File: config.mk
export PLATFORM = sky130hd
export DESIGN_NAME = usr_frame_sequencer
export DESIGN_NICKNAME = d
export VERILOG_FILES = /design/src/rtl/usr_frame_sequencer.sv
export SDC_FILE = /design/constraint.sdc
export NUM_CORES = 1
export LEC_CHECK = 0
export CORE_ASPECT_RATIO = 0.9
export CORE_MARGIN = 3
export CORE_UTILIZATION = 43
export DETAILED_ROUTE_END_ITERATION = 10
export PLACE_DENSITY = 0.81
export RECOVER_POWER = 25
export SYNTH_ARGS = -nofsm -noshare
export SYNTH_HDL_FRONTEND = slang
export SYNTH_SLANG_ARGS = --single-unit
export TNS_END_PERCENT = 10
File: constraint.sdc
create_clock -name clk -period 4.2 [get_ports clk]
set_input_delay 0.42 -clock clk [delete_from_list [all_inputs] [get_ports clk]]
set_output_delay 0.42 -clock clk [all_outputs]
set_load 0.1 [all_outputs]
File: src/rtl/usr_frame_sequencer.sv
// usr_frame_sequencer: control stage in front of a universal shift register.
// Accepts a parallel word on a valid/ready handshake, loads it into the USR,
// then shifts it out LSB-first or MSB-first with a valid qualifier on the
// serial bit, followed by an optional idle gap.
module usr_frame_sequencer #(
    parameter int WIDTH      = 4,
    parameter int GAP_CYCLES = 1
) (
    input  logic             clk,
    input  logic             rst_n,
    input  logic             in_valid,
    output logic             in_ready,
    input  logic [WIDTH-1:0] in_data,
    input  logic             in_dir,
    input  logic             fill,
    input  logic             pause,
    input  logic [WIDTH-1:0] usr_q,
    output logic             S1,
    output logic             S0,
    output logic [WIDTH-1:0] I,
    output logic             MSB_in,
    output logic             LSB_in,
    output logic             ser_out,
    output logic             ser_valid,
    output logic             busy,
    output logic             frame_done
);

    localparam int CW = $clog2(WIDTH) + 1;
    localparam int GW = (GAP_CYCLES > 1) ? $clog2(GAP_CYCLES) : 1;
    localparam logic [CW-1:0] COUNT_LAST = CW'(WIDTH - 1);
    localparam logic [GW-1:0] GAP_LAST   = GW'((GAP_CYCLES > 0) ? GAP_CYCLES - 1 : 0);

    typedef enum logic [1:0] {
        IDLE  = 2'b00,
        LOAD  = 2'b01,
        SHIFT = 2'b10,
        GAP   = 2'b11
    } state_t;

    state_t            state, state_nxt;
    logic [CW-1:0]     count, count_nxt;
    logic [GW-1:0]     gcnt, gcnt_nxt;
    logic [WIDTH-1:0]  dreg;
    logic              dir;
    logic              accept;
    logic              frame_done_nxt;

    // State, counters and the captured word/direction.
    always_ff @(posedge clk or negedge rst_n) begin
        if (!rst_n) begin
            state      <= IDLE;
            count      <= '0;
            gcnt       <= '0;
            dreg       <= '0;
            dir        <= 1'b0;
            frame_done <= 1'b0;
        end else begin
            // NOTE: sequential state uses non-blocking assignments so every
            // register samples the pre-edge values, independent of statement order.
            state      <= state_nxt;
            count      <= count_nxt;
            gcnt       <= gcnt_nxt;
            frame_done <= frame_done_nxt;
            if (accept) begin
                dreg <= in_data;
                dir  <= in_dir;
            end
        end
    end

    // Next-state logic and Moore decode of the USR drive; only usr_q and pause
    // (plus fill into the serial inputs) reach the outputs combinationally.
    always_comb begin
        // NOTE: every output gets a default first so no path through the case
        // leaves a variable unassigned, which would infer a latch.
        state_nxt      = state;
        count_nxt      = count;
        gcnt_nxt       = gcnt;
        frame_done_nxt = 1'b0;
        accept         = 1'b0;
        in_ready       = 1'b0;
        S1             = 1'b0;
        S0             = 1'b0;
        I              = '0;
        MSB_in         = 1'b0;
        LSB_in         = 1'b0;
        ser_out        = 1'b0;
        ser_valid      = 1'b0;
        busy           = (state != IDLE);

        case (state)
            IDLE: begin
                // Held low while reset is asserted so no source sees a ready.
                in_ready = rst_n;
                if (in_valid && rst_n) begin
                    accept    = 1'b1;
                    state_nxt = LOAD;
                end
            end
            LOAD: begin
                S1        = 1'b1;
                S0        = 1'b1;
                I         = dreg;
                count_nxt = '0;
                state_nxt = SHIFT;
            end
            SHIFT: begin
                ser_out = dir ? usr_q[WIDTH-1] : usr_q[0];
                if (dir) LSB_in = fill;
                else     MSB_in = fill;
                if (!pause) begin
                    S1        = dir;
                    S0        = ~dir;
                    ser_valid = 1'b1;
                    if (count == COUNT_LAST) begin
                        count_nxt      = '0;
                        frame_done_nxt = 1'b1;
                        if (GAP_CYCLES > 0) begin
                            gcnt_nxt  = '0;
                            state_nxt = GAP;
                        end else begin
                            state_nxt = IDLE;
                        end
                    end else begin
                        count_nxt = count + CW'(1);
                    end
                end
            end
            GAP: begin
                if (gcnt == GAP_LAST) state_nxt = IDLE;
                else                  gcnt_nxt  = gcnt + GW'(1);
            end
            default: state_nxt = IDLE;
        endcase
    end

endmodule

# [After elaboration in Yosys (flattened, before gate mapping)]
# Index checks and enable logic that the tools add are counted.
[totals] word_cells=56 ff_bits=12 in_bits=14
[op_classes] eq_ne=8 n_reduce_logical=8 bitwise_logic=1 n_mux=31 add_sub_neg=2
[op_table] operator="2-to-1 mux 1 bit" count=19
[op_table] operator="2-to-1 mux 2 bit" count=4
[op_table] operator="inequality test 2 bit, second input constant" count=4
[op_table] operator="case mux 2 bit (4 select lines)" count=1
[op_table] operator="2-to-1 mux 3 bit" count=2
[op_table] operator="case mux 1 bit (2 select lines)" count=3
[op_table] operator="case mux 3 bit (2 select lines)" count=1
[op_table] operator="nonzero test 2 bit" count=3
[op_table] operator="equality test 2 bit, second input constant" count=2
[op_table] operator="2-to-1 mux 4 bit" count=1
[op_table] operator="AND reduction 4 bit" count=1
[op_table] operator="adder 3 x 1 -> 3 bit, second input constant" count=1
[op_table] operator="equality test 3 x 2 -> 1 bit, second input constant" count=1
[op_table] operator="AND reduction 3 bit" count=1
[op_table] operator="equality test 2 x 1 -> 1 bit, second input constant" count=1
[op_table] operator="logical NOT 2 bit" count=1
[op_table] operator="AND reduction 2 bit" count=1
[op_table] operator="adder 1 bit, second input constant" count=1
[op_table] operator="logical AND 1 bit" count=1
[op_table] operator="inverter 1 bit" count=1

# [Logic depth before layout (Yosys ltp)]
# Gate-level depths: netlist of the first run.
[depth] depth_word=4 depth_mapped=5 ltp_nobuf=5

# [Least setup slack after synthesis of the first run]
# No wires, ideal clock.
[synth_timing] path_kind="register to output" startpoint="reg state[0]" endpoint="out S0" stages_incl_launch_ff=6 setup_slack_ns=1.415 n_path_buf=0 t_arrival_ns=2.365 path_cell_list="dfrtp_1 > inv_1 > ha_1 > and2b_1 > nor2b_1 > o21a_1"
[synth_via] elab_chain_len=2 elab_cells_between_ends=3 cone_classes="eq/ne (2); mux (1)"
[synth_rtl] item="from (decl)" line="41" rtl="state_t state, state_nxt;"
[synth_rtl] item="from (signal assigned)" line="61" rtl="state <= state_nxt;"
[synth_rtl] item="equality test 2 bit or equality test 2 x 1 -> 1 bit (tied branches)" line="92" rtl="case (state)"
[synth_rtl] item="case mux 1 bit (2 select lines) *" line="92"
[synth_rtl] item="to (decl)" line="19" rtl="output logic S0,"
# Every way passes the cells marked *; elsewhere a longest branch is shown, timed or not.

# [Worst setup path in the final report of the first run]
[layout_timing] startpoint="reg state[0]" endpoint="out S1"
[layout_via] elab_chain_len=2 elab_cells_between_ends=3 cone_classes="eq/ne (2); mux (1)"
[layout_rtl] item="equality test 2 bit or equality test 2 x 1 -> 1 bit (tied branches)" line="92"
[layout_rtl] item="case mux 1 bit (2 select lines) *" line="92"
[layout_rtl] item="to (decl)" line="18" rtl="output logic S1,"
# Marks and branches as above.

==> results.md, run 1 <==
- The die span in y is 42.44 um.
- The worst hold path cell count is 1.
- The clock tree from TritonCTS is built.
- The count of nets left with antenna violations once routing finished came out at 0.
- Setup repair after global routing left no endpoint under its margin.
- The number of antenna violations at the first check in global routing was 0.
- The die area is 1973 um^2.
- Entering global routing, the biggest net connects 14 pins.
- The deepest level of the CTS H-tree is 1.
- Among all cell types in the netlist, the one instantiated most often is dfrtp_1.
- The first global-routing pass estimated 2270 um of wire.
- Relative to the synthesized area, the layout overhead comes to 44.38%.
- The setup path with the least slack is of type reg -> out.
- The total setup buffers inserted after CTS is 0.
- The number of I/O port buffers is 24.
- The biggest area consumer among synthesized cells is dfrtp_1.
- The final period demand of the worst path is 2.988 ns.
- The cell total after placement is 95.
- The tree built by TritonCTS fans out to 11 sinks.
- Summed over all failing endpoints, the final setup total negative slack is 0 ns.
- After clock tree synthesis, the clock-pin slew on the worst setup and hold paths is 0.07 ns.
- The horizontal die dimension is 46.49 um.
- The first detailed-routing pass took 2 iterations.
- Before CTS, the worst setup slack after placement is 1.313 ns.
- In this run, synthesis produced a sequential element count of 11.
- The ratio of routed vias to standard cells is about 5.1.
- Registers take 275.3 um^2.
- The congestion estimate from routability-driven global placement came to 0.7067.
- The path type of the worst min-delay path is reg -> reg.
- The clock root buffer is clkbuf_4.
- The commonest cells after synthesis are 11 x dfrtp_1, 6 x ha_1, 5 x and2_1, 5 x mux2_2, 4 x inv_1.
- The largest driver fanout on the critical path is 8.
- The headroom to the max-slew limit is 0.3479.
- Each instance of the synthesized netlist takes up on average 11.13 um^2.
- Clock tree synthesis inserted a total of 3 buffers.
- The highest clock rate is 334.6 MHz.
- The footprint of the multi-input gates is 344.1 um^2.
- In this run, post-CTS repair resized a total of 0 instances.
- The transition at the pin with the smallest max-transition slack is 0.9751 ns.
- The number of non-filler instances in the completed layout is 99.
- The uppermost layer routed is met4.
- The routed wire length on met3 is 73 um.
- The final hold violation count is 0.
- The met2 wirelength from detailed routing is 641 um.
- In the routed design, unresolved DRC markers number 0.
- Setup violations remaining at the end of the flow were counted as 0.
- The routed wirelength normalized by instance count is 13.14 um.
- Counting distinct cell types in the post-synthesis netlist gives 21.
- The critical path runs through a total of 5 cells.
- The I/O pin count is 27.
- The via count of the first global-routing pass was 514.
- For this block, wires on met1 add up to 577 um.
- The worst register-to-register path has a depth of 4.
- In this design, the largest share of critical-path delay is due to buffers and inverters.
- The core footprint is 1306 um^2.
- Summed over all layers, the routed wires come to about 1300 um.
- The reported max-cap violation count is 0.
- The buffer depth of the longest clock path is 2.
- The top flip-flop cell by instance count after synthesis is dfrtp_1.
- After synthesis the cells add up to 634.4 um^2.
- The proportion of netlist area held by the largest area contributor is 0.4339.
- At the worst endpoint, the required time is 3.78 ns.
- The count of flip-flops with a built-in enable after synthesis is 0.
- The vias after detailed routing is 501.
- The flow ran to the end, and the final reports show no timing, DRC or antenna violations.
- The slack of the critical path is 1.212 ns.
- The critical path contains buffers and inverters numbering 2 combined.
- The final number of max-transition violations is 0.
- The cell count after synthesis came out at 57.
- In the finished design, the share of the clock period the worst path needs comes to 0.7115.
- For this run, the post-layout net count is 106.
- The number of antenna diodes in the final layout is 0.
- The effective utilization at floorplan is 0.4856.
- For the worst setup path, the data arrival time is around 2.6 ns.
- Summed over all nets, the half-perimeter wirelength after detailed placement is between 1000 and 1500 um.
- In this run the core area contains 12 standard-cell rows.
- The final-layout worst hold slack is 0.4828 ns.
- The synthesized net count is 77.
- In the post-synthesis netlist, the biggest area contributors are dfrtp_1 43%, ha_1 12%, mux2_2 8.9%.
- Traced cell by cell, the critical path runs through inv_1 > ha_1 > and3b_1 > o21a_1 > clkdlybuf4s50_1.
- STA classifies the critical path startpoint as a flop.
- Fill cells in the final layout number 99.
- The post-synthesis sequential area ratio is 0.4339.
- The share of async-settable or async-resettable flops after synthesis is 1.000.
- The delay contributed by the slowest stage of the critical path is 1.12 ns.
- STA classifies the critical path endpoint as an output port.
- The clock reaches the later pin of the worst-skew pair after 0.26 ns.
- The number of warnings printed during yosys synthesis is 0.
- Across every metal layer, demand over resource in global routing totals 0.1572.
- The slowest stage of the critical path belongs to the cell clkdlybuf4s50_1.
- Across the routed clock network, the largest skew measured is about 0.00020 ns.
- The number of violations reported at the end of detailed-routing iteration 0 is 6.
- In the final layout, the share of cells above drive strength 1 is 0.1176.
- The number of hold buffers added after CTS was 0.
- For this run the aggregate overflow at the end of global routing stands at 0.
[flip-flops by register name, indices dropped and copies added (netlist names)]
signal and count:
count 3, dir 1, dreg 4, frame_done 1
state 2
[logic make-up after synthesis]
kind of cell / share of synthesized area
DFF: 0.4339
muxes: 0.1538
AOI/OAI and AO/OA: 0.07493
and+or+nand+nor: 0.1953
buffers and inverters: 0.02366
adders and majority gates: 0.1183
[stage by stage]
| step | util | instance area (um^2) |
|---|---|---|
| detailed placement | 0.6810 | 889.6 |
| finish | 0.7011 | 915.9 |
| CTS | 0.7011 | 915.9 |
| global placement | 0.6810 | 889.6 |
| floorplan | - | 634.4 |
| global route | 0.7011 | 915.9 |
[path summary, 6_finish.rpt]
path,start,end,slack [ns]
max,state[0],S1,1.21
min,count[0],count[0],0.48
max reg2reg,count[0],state[1],2.57
min reg2reg,count[0],count[0],0.48
max in group asynchronous,rst_n,dreg[3],3.25
min in group asynchronous,rst_n,frame_done,0.58
[per-layer routing]
metal	global-route usage	vias up
met3	0.02575	2
met2	0.2637	12
met1	0.1974	237
li1	-	250
met4	0.05114	0
met5	0	-
[cell usage in the layout (no fill, tap or decap), drive strengths merged, types with 3 or more instances in the layout]
cell,n
and2,5
clkbuf,4
clkdlybuf4s50,22
dfrtp,11
ha,6
inv,4
mux2,6
mux2i,3
nand2,3
[cell type report]
| type | instances | area share |
|---|---|---|
| clock buffers | 4 | 0.02869 |
| inverters | 4 | 0.01639 |
| multi-input cells | 42 | 0.3757 |
| flip-flops and latches | 11 | 0.3005 |
| well taps | 14 | 0.01913 |
| repair buffers | 24 | 0.2596 |
[worst reg2reg max path, cell delays in order, from the launching register on]
cell and delay [ns]:
dfrtp_1 0.37, ha_1 0.18, or3b_1 0.37, a22oi_2 0.25
mux2_1 0.35
Power of run 1 is left out: the tool's default activity adds up to more than one toggle a clock period on the data nets, which glitch-free logic cannot reach.
==> run 2, diff against run 1 <==
Settings changed: CORE_UTILIZATION 43 to 36, PLACE_DENSITY 0.81 to 0.72.
Clock period 4.2 ns to 2.6 ns, I/O delays scaled along.
==> run 2 against run 1 <==
  * Critical path depth stayed put
  * Clock skew grew 0.0098 ns
  * Highest routed layer unchanged
  * Hold slack lost 0.20 ns
==> results.md, run 2 (same netlist as run 1, synthesis figures left out) <==
- Outcome: complete, no violations (unchanged).
- The critical path startpoint category is a flop (unchanged).
- The kind of end point of the critical path is an output port (unchanged).
- The total setup buffers inserted after CTS was 0 (unchanged).
- Largest registers: dreg: 4 flops, count: 3 flops, state: 2 flops (unchanged).
- The number of antenna violations at the first check in global routing is 0 (unchanged).
- The net count of the finished layout is 107 (was 106).
- The post-route fraction of the period consumed by the critical path is 0.7598.
- The wire length of the first global-routing pass was 2325 um (was 2270 um).
- The total inserted antenna cells is 0 (unchanged).
- The I/O pin count was 27 (unchanged).
- The die area is 2303 um^2 (was 1973 um^2).
- The number of antenna-violating nets in the routed design was 0 (unchanged).
- The source of the worst register-to-register timing path is state[1] (was count[0]).
- The largest driver fanout on the critical path is 8 (unchanged).
- The proportion of layout cells with a drive suffix above 1 is 0.2674 (was 0.1176).
- The die span in y is 45.83 um (was 42.44 um).
- The pin count of the biggest net entering global routing came to 9 (was 14).
- The logic depth of the worst register-to-register path is 5 (was 4).
- The final hold violation count is 0 (unchanged).
- The number of violations reported at the end of detailed-routing iteration 0 is 3 (was 6).
- The register ranked first by flip-flop count is dreg (unchanged).
- The required time of the worst setup path is 2.34 ns (was 3.78 ns).
- The core footprint is 1545 um^2 (was 1306 um^2).
- The pre-CTS setup slack is 0.7320 ns (was 1.313 ns).
- The via count of the first global-routing pass is 517 (was 514).
- The endpoint of the worst-slack reg-to-reg timing path is count[0] (was state[1]).
- The number of instances resized during post-cts repair is 0 (unchanged).
- The remaining routing DRC violations is 0 (unchanged).
- The transition at the pin with the smallest max-transition slack was 0.5199 ns (was 0.9751 ns).
- The clock period could shrink to ~2.0 ns.
- The ratio of routed vias to standard cells came to 4.639 (was 5.061).
- The final core area utilization came to 0.5992 (was 0.7011).
- The clock root buffer was clkbuf_4 (unchanged).
- The number of hold buffers added after CTS is 0 (unchanged).
- The placer congestion estimate is 0.7733 (was 0.7067).
- The reported max-cap violation count was 0 (unchanged).
- The buffer depth of the longest clock path is 2 (unchanged).
- The headroom to the max-slew limit is 0.6503 (was 0.3479).
- The path type of the worst min-delay path is in -> async (was reg -> reg).
- The number of I/O port buffers is 24 (unchanged).
- The area added between synthesis and finish is 45.96% (was 44.38%).
- The final number of max-transition violations is 0 (unchanged).
- The setup-violating endpoint count in the final report is 0 (unchanged).
- The deepest level of the CTS H-tree was 1 (unchanged).
- Crit-path cells: inv_1 > ha_1 > and3b_1 > o21a_1 > buf_4 (was inv_1 > ha_1 > and3b_1 > o21a_1 > clkdlybuf4s50_1).
- The worst setup slack for register-to-register paths came to 0.93 ns (was 2.57 ns).
- The routed wirelength normalized by instance count came to 12.41 um (was 13.14 um).
- The vias after detailed routing is 501 (unchanged).
- The clock latency on the worst-skew pair is 0.27 ns (was 0.26 ns).
- The number of flip-flops in the largest register is 4 (unchanged).
- The detailed-placement wirelength estimate is 1096 um (was 1063 um).
- The endpoint arrival time on the critical path is 1.72 ns (was 2.57 ns).
- Setup repair after global routing missed its margin: false (unchanged).
- The aggregate global routing overflow is 0 (unchanged).
- The largest clock skew in the final design is 0.009963 ns (was 0.0002043 ns).
- The horizontal die dimension is 50.25 um (was 46.49 um).
- The final-layout setup total negative slack is 0 ns (unchanged).
- The type of the worst setup path is reg -> out (unchanged).
- The cell with the biggest individual delay on the critical path is dfrtp_1 (was clkdlybuf4s50_1).
- The number of sinks handled by clock tree synthesis came to 11 (unchanged).
- The CTS buffer count is 3 (unchanged).
- The count of TritonRoute iterations in the first routing pass was 4 (was 2).
- The delay contributed by the slowest stage of the critical path is 0.38 ns (was 1.12 ns).
- For this run, the top clock speed supported by timing is 506.2 MHz.
- The number of rows created at floorplan was 13 (was 12).
- The effective utilization at floorplan is 0.4105 (was 0.4856).
- The clock tree from TritonCTS is built (unchanged).
- The overall fraction of global-route tracks in use came to 0.1352 (was 0.1572).
- The slack of the critical path is 0.6245 ns (was 1.212 ns).
- The final wirelength is 1340 um (was 1301 um).
- The clock transition time at the flip-flop clock pins of the worst setup and hold paths came to 0.07 ns (about the same).
- Commonest cells after routing, fill and taps aside: 11 x dfrtp_1, 11 x buf_4, 10 x clkdlybuf4s50_1 (was 22 x clkdlybuf4s50_1, 11 x dfrtp_1, 6 x ha_1).
## run 2: cell types whose count changed in the layout (fill, tap and decap cells not counted), sizes merged
cell	before	now
clkbuf	4	5
buf	1	13
clkdlybuf4s50	22	10
## run 2: layout make-up
type	count	area, um^2
clock buffer	4	26.28
sequential	11	275.3
tap	22	27.53
fill	131	619.3
multi-input combinational	42	345.3
timing repair buffer	25	236.5
inverter	4	15.01
## run 2: worst max-delay path, delay by kind of cell, from the launching register on
kind	cells	cell delay (ns)
simple gates	1	0.20
compound gates	1	0.11
fa+ha+maj	1	0.33
buf+inv	2	0.42
flops	1	0.38
## run 2: worst max path at each step
stage | start | slack (ns) | end
floorplan | state[0] | 0.25 | S0
global placement | pause | 0.75 | state[1]
detailed placement | pause | 0.73 | state[1]
CTS | state[0] | 0.60 | S1
global route | state[0] | 0.48 | S1
finish | state[0] | 0.62 | S1
## run 2: stage by stage
stage,cells,hold slack [ns],instance area (um^2)
2_1_floorplan,57,-0.03559,635.6
3_3_place_gp,104,0.4674,903.4
3_5_place_dp,104,0.4844,903.4
4_1_cts,108,0.2137,929.6
5_1_grt,108,0.2918,925.9
6_report,108,0.2782,925.9
## run 2: routing by layer
layer  GRT usage  wire length (um)  vias to the layer above
met3     0.04918                96                        2
met2      0.2396               632                       16
met1      0.1497               593                      232
met4     0.04972                17                        0
li1            -                 -                      251
met5           0                 0                        -
Power of run 2 is left out for the same reason.
==> run 3, diff against run 2 <==
Clock period 2.6 ns to 1.8 ns, I/O delays scaled along.
==> run 3 against run 2 <==
  * Register-to-register slack worse by 0.75 ns
  * Worst setup slack worse by 0.58 ns
  * Routed wire length is 8.0% higher
  * Clock-buffer cell count stayed put
  * Cell count is 3.7% higher
  * Largest cell class is now non-clock buffers
  * Critical endpoint is now S0
  * Via count is 4.8% higher
  * Critical path depth stayed put
  * First-iteration DRC count is 130% higher
  * Core utilization is 11 points higher
  * Die area stayed put
  * Critical path type unchanged
  * Global-route usage is 2.1 points higher
==> results.md, run 3 (same netlist as run 1, synthesis figures left out) <==
- The cell with the biggest individual delay on the critical path was dfrtp_2 (was dfrtp_1).
- The clock root buffer is clkbuf_4 (unchanged).
- The global routing met1 resource utilization is 0.1643 (was 0.1497).
- The largest driver fanout on the critical path is 4 (was 8).
- The layer with the highest usage after global routing is met2 (unchanged).
- The wire length of the first global-routing pass is 2573 um (was 2325 um).
- The final number of max-transition violations is 0 (unchanged).
- Largest registers: dreg: 4 flops, count: 3 flops, state: 2 flops (unchanged).
- Crit-path cells: ha_4 > and2b_2 > nor2b_1 > o21a_2 > buf_12 (was inv_1 > ha_1 > and3b_1 > o21a_1 > buf_4).
- The met3 layer usage reported by global route was 0.05902 (was 0.04918).
- The reported max-cap violation count was 0 (unchanged).
- The delay contributed by the slowest stage of the critical path came to 0.44 ns (was 0.38 ns).
- The I/O pin count was 27 (unchanged).
- The number of violations reported at the end of detailed-routing iteration 0 is 7 (was 3).
- The ratio of routed vias to standard cells came to 4.688 (was 4.639).
- The met2 routing resource usage after global routing was 0.2839 (was 0.2396).
- The final hold violation count is 0 (unchanged).
- The via count of the first global-routing pass is 571 (was 517).
- The cell family with the largest share of critical-path delay is flip-flops (was buffers and inverters).
- The placer congestion estimate is 0.7612 (was 0.7733).
- The transition at the pin with the smallest max-transition slack is 0.4342 ns (was 0.5199 ns).
- The effective utilization at floorplan was 0.4105 (unchanged).
- The required time of the worst setup path is 1.62 ns (was 2.34 ns).
- The path type of the worst min-delay path is in -> async (unchanged).
- The clock transition time at the flip-flop clock pins of the worst setup and hold paths was 0.06 ns (was 0.07 ns).
- The number of non-filler instances in the completed layout came to 112 (was 108).
- The footprint of the multi-input gates came to 361.6 um^2 (was 345.3 um^2).
- The area added between synthesis and finish is 72.58% (was 45.96%).
- The detailed-placement wirelength estimate was 1222 um (was 1096 um).
- The largest clock skew in the final design is 0.003461 ns (was 0.009963 ns).
- The final period demand of the worst path is 1.760 ns.
- The endpoint arrival time on the critical path is 1.58 ns (was 1.72 ns).
- The die span in y came to 45.83 um (unchanged).
- The count of TritonRoute iterations in the first routing pass is 2 (was 4).
- The logic depth of the worst setup path including buffers is 5 (unchanged).
- The critical path startpoint category is a flop (unchanged).
- The remaining routing DRC violations is 0 (unchanged).
- The fill cell total of the finished layout is 120 (was 131).
- The headroom to the max-slew limit was 0.7105 (was 0.6503).
- The final wirelength came to 1447 um (was 1340 um).
- The setup-violating endpoint count in the final report is 0 (unchanged).
- The number of antenna violations at the first check in global routing was 0 (unchanged).
- Outcome: complete, no violations (unchanged).
- The clock latency on the worst-skew pair came to 0.26 ns (was 0.27 ns).
- The post-route fraction of the period consumed by the critical path is 0.9778.
- The type of the worst setup path is reg -> out (unchanged).
- The cell total after placement came to 106 (was 104).
- Setup repair after global routing missed its margin: true (was false).
- The register ranked first by flip-flop count is dreg (unchanged).
- The number of flip-flops in the largest register is 4 (unchanged).
- The logic depth of the worst register-to-register path is 4 (was 5).
- The highest clock rate is approximately 570 MHz.
- The proportion of layout cells with a drive suffix above 1 is 0.3444 (was 0.2674).
- The aggregate global routing overflow came to 0 (unchanged).
- The deepest level of the CTS H-tree came to 1 (unchanged).
- The kind of end point of the critical path is an output port (unchanged).
- The horizontal die dimension is 50.25 um (unchanged).
- The source of the worst register-to-register timing path is count[0] (was state[1]).
- The net count of the finished layout is 111 (was 107).
- The area taken by flip-flops and latches is 276.5 um^2 (was 275.3 um^2).
- The most common cell after layout, fill and taps aside is buf_12.
- Commonest cells after routing, fill and taps aside: 12 x buf_12, 10 x dfrtp_1, 10 x clkdlybuf4s50_1 (was 11 x dfrtp_1, 11 x buf_4, 10 x clkdlybuf4s50_1).
- The worst setup slack for register-to-register paths is 0.18 ns (was 0.93 ns).
- The number of I/O port buffers is 24 (unchanged).
- The number of sinks handled by clock tree synthesis is 11 (unchanged).
- The routed wirelength normalized by instance count was 12.92 um (was 12.41 um).
- The CTS buffer count is 3 (unchanged).
- The die area is 2303 um^2 (unchanged).
- The combined buffer and inverter count along the critical path came to 1 (was 2).
- The number of rows created at floorplan is 13 (unchanged).
- The pin count of the biggest net entering global routing is 9 (unchanged).
- The endpoint of the worst-slack reg-to-reg timing path is state[1] (was count[0]).
- The buffer depth of the longest clock path is 2 (unchanged).
- The core footprint is 1545 um^2 (unchanged).
- The number of antenna-violating nets in the routed design was 0 (unchanged).
- The final-layout worst hold slack was 0.3120 ns (was 0.2782 ns).
- The total inserted antenna cells is 0 (unchanged).
- The overall fraction of global-route tracks in use is 0.1566 (was 0.1352).
- The clock tree from TritonCTS is built (unchanged).
- The vias after detailed routing is 525 (was 501).
run 3: worst max-delay path by stage:
| stage | slack (ns) | endpoint | start |
|---|---|---|---|
| 4_1_cts | 0.007 | S0 | state[1] |
| 3_5_place_dp | 0.03 | state[1] | pause |
| 3_3_place_gp | 0.06 | state[1] | pause |
| 5_1_grt | -0.04 | S0 | state[0] |
| 2_1_floorplan | -0.44 | ser_out | state[0] |
| 6_report | 0.04 | S0 | state[1] |
run 3: per-stage QoR:
step | worst slack (ns) | setup TNS [ns] | util | cell area [um^2]
after CTS | 0.007299 | 0 | 0.7126 | 1101
after floorplan | -0.4361 | -2.601 | - | 639.4
after detailed placement | 0.03275 | 0 | 0.6777 | 1047
after global routing | -0.03730 | -0.06631 | 0.7085 | 1095
final | 0.03989 | 0 | 0.7085 | 1095
after global placement | 0.05727 | 0 | 0.6777 | 1047
run 3: repair_timing:
action                     in CTS  in global routing
hold buffers                    0                  0
setup endpoints to repair       1                  4
setup buffers                   2                  0
resized for setup               3                  2
run 3: worst reg2reg max path, delay by kind of cell, from the launching register on:
family,cells,cell delay (ns)
compound gates,1,0.25
fa+ha+maj,1,0.19
simple gates,1,0.37
flops,1,0.36
mux,1,0.34
run 3: cell type report:
cell class / count / area share
inverters: 4 / 0.01371
clock buffers: 4 / 0.02400
repair buffers: 29 / 0.3543
multi-input cells: 42 / 0.3303
flip-flops and latches: 11 / 0.2526
well taps: 22 / 0.02514
run 3: metal layers:
| layer | up-vias | share of wire |
|---|---|---|
| met3 | 2 | 0.059 |
| li1 | 264 | - |
| met1 | 242 | 0.41 |
| met5 | - | 0 |
| met2 | 17 | 0.51 |
| met4 | 0 | 0.012 |
Power of run 3 is left out for the same reason.
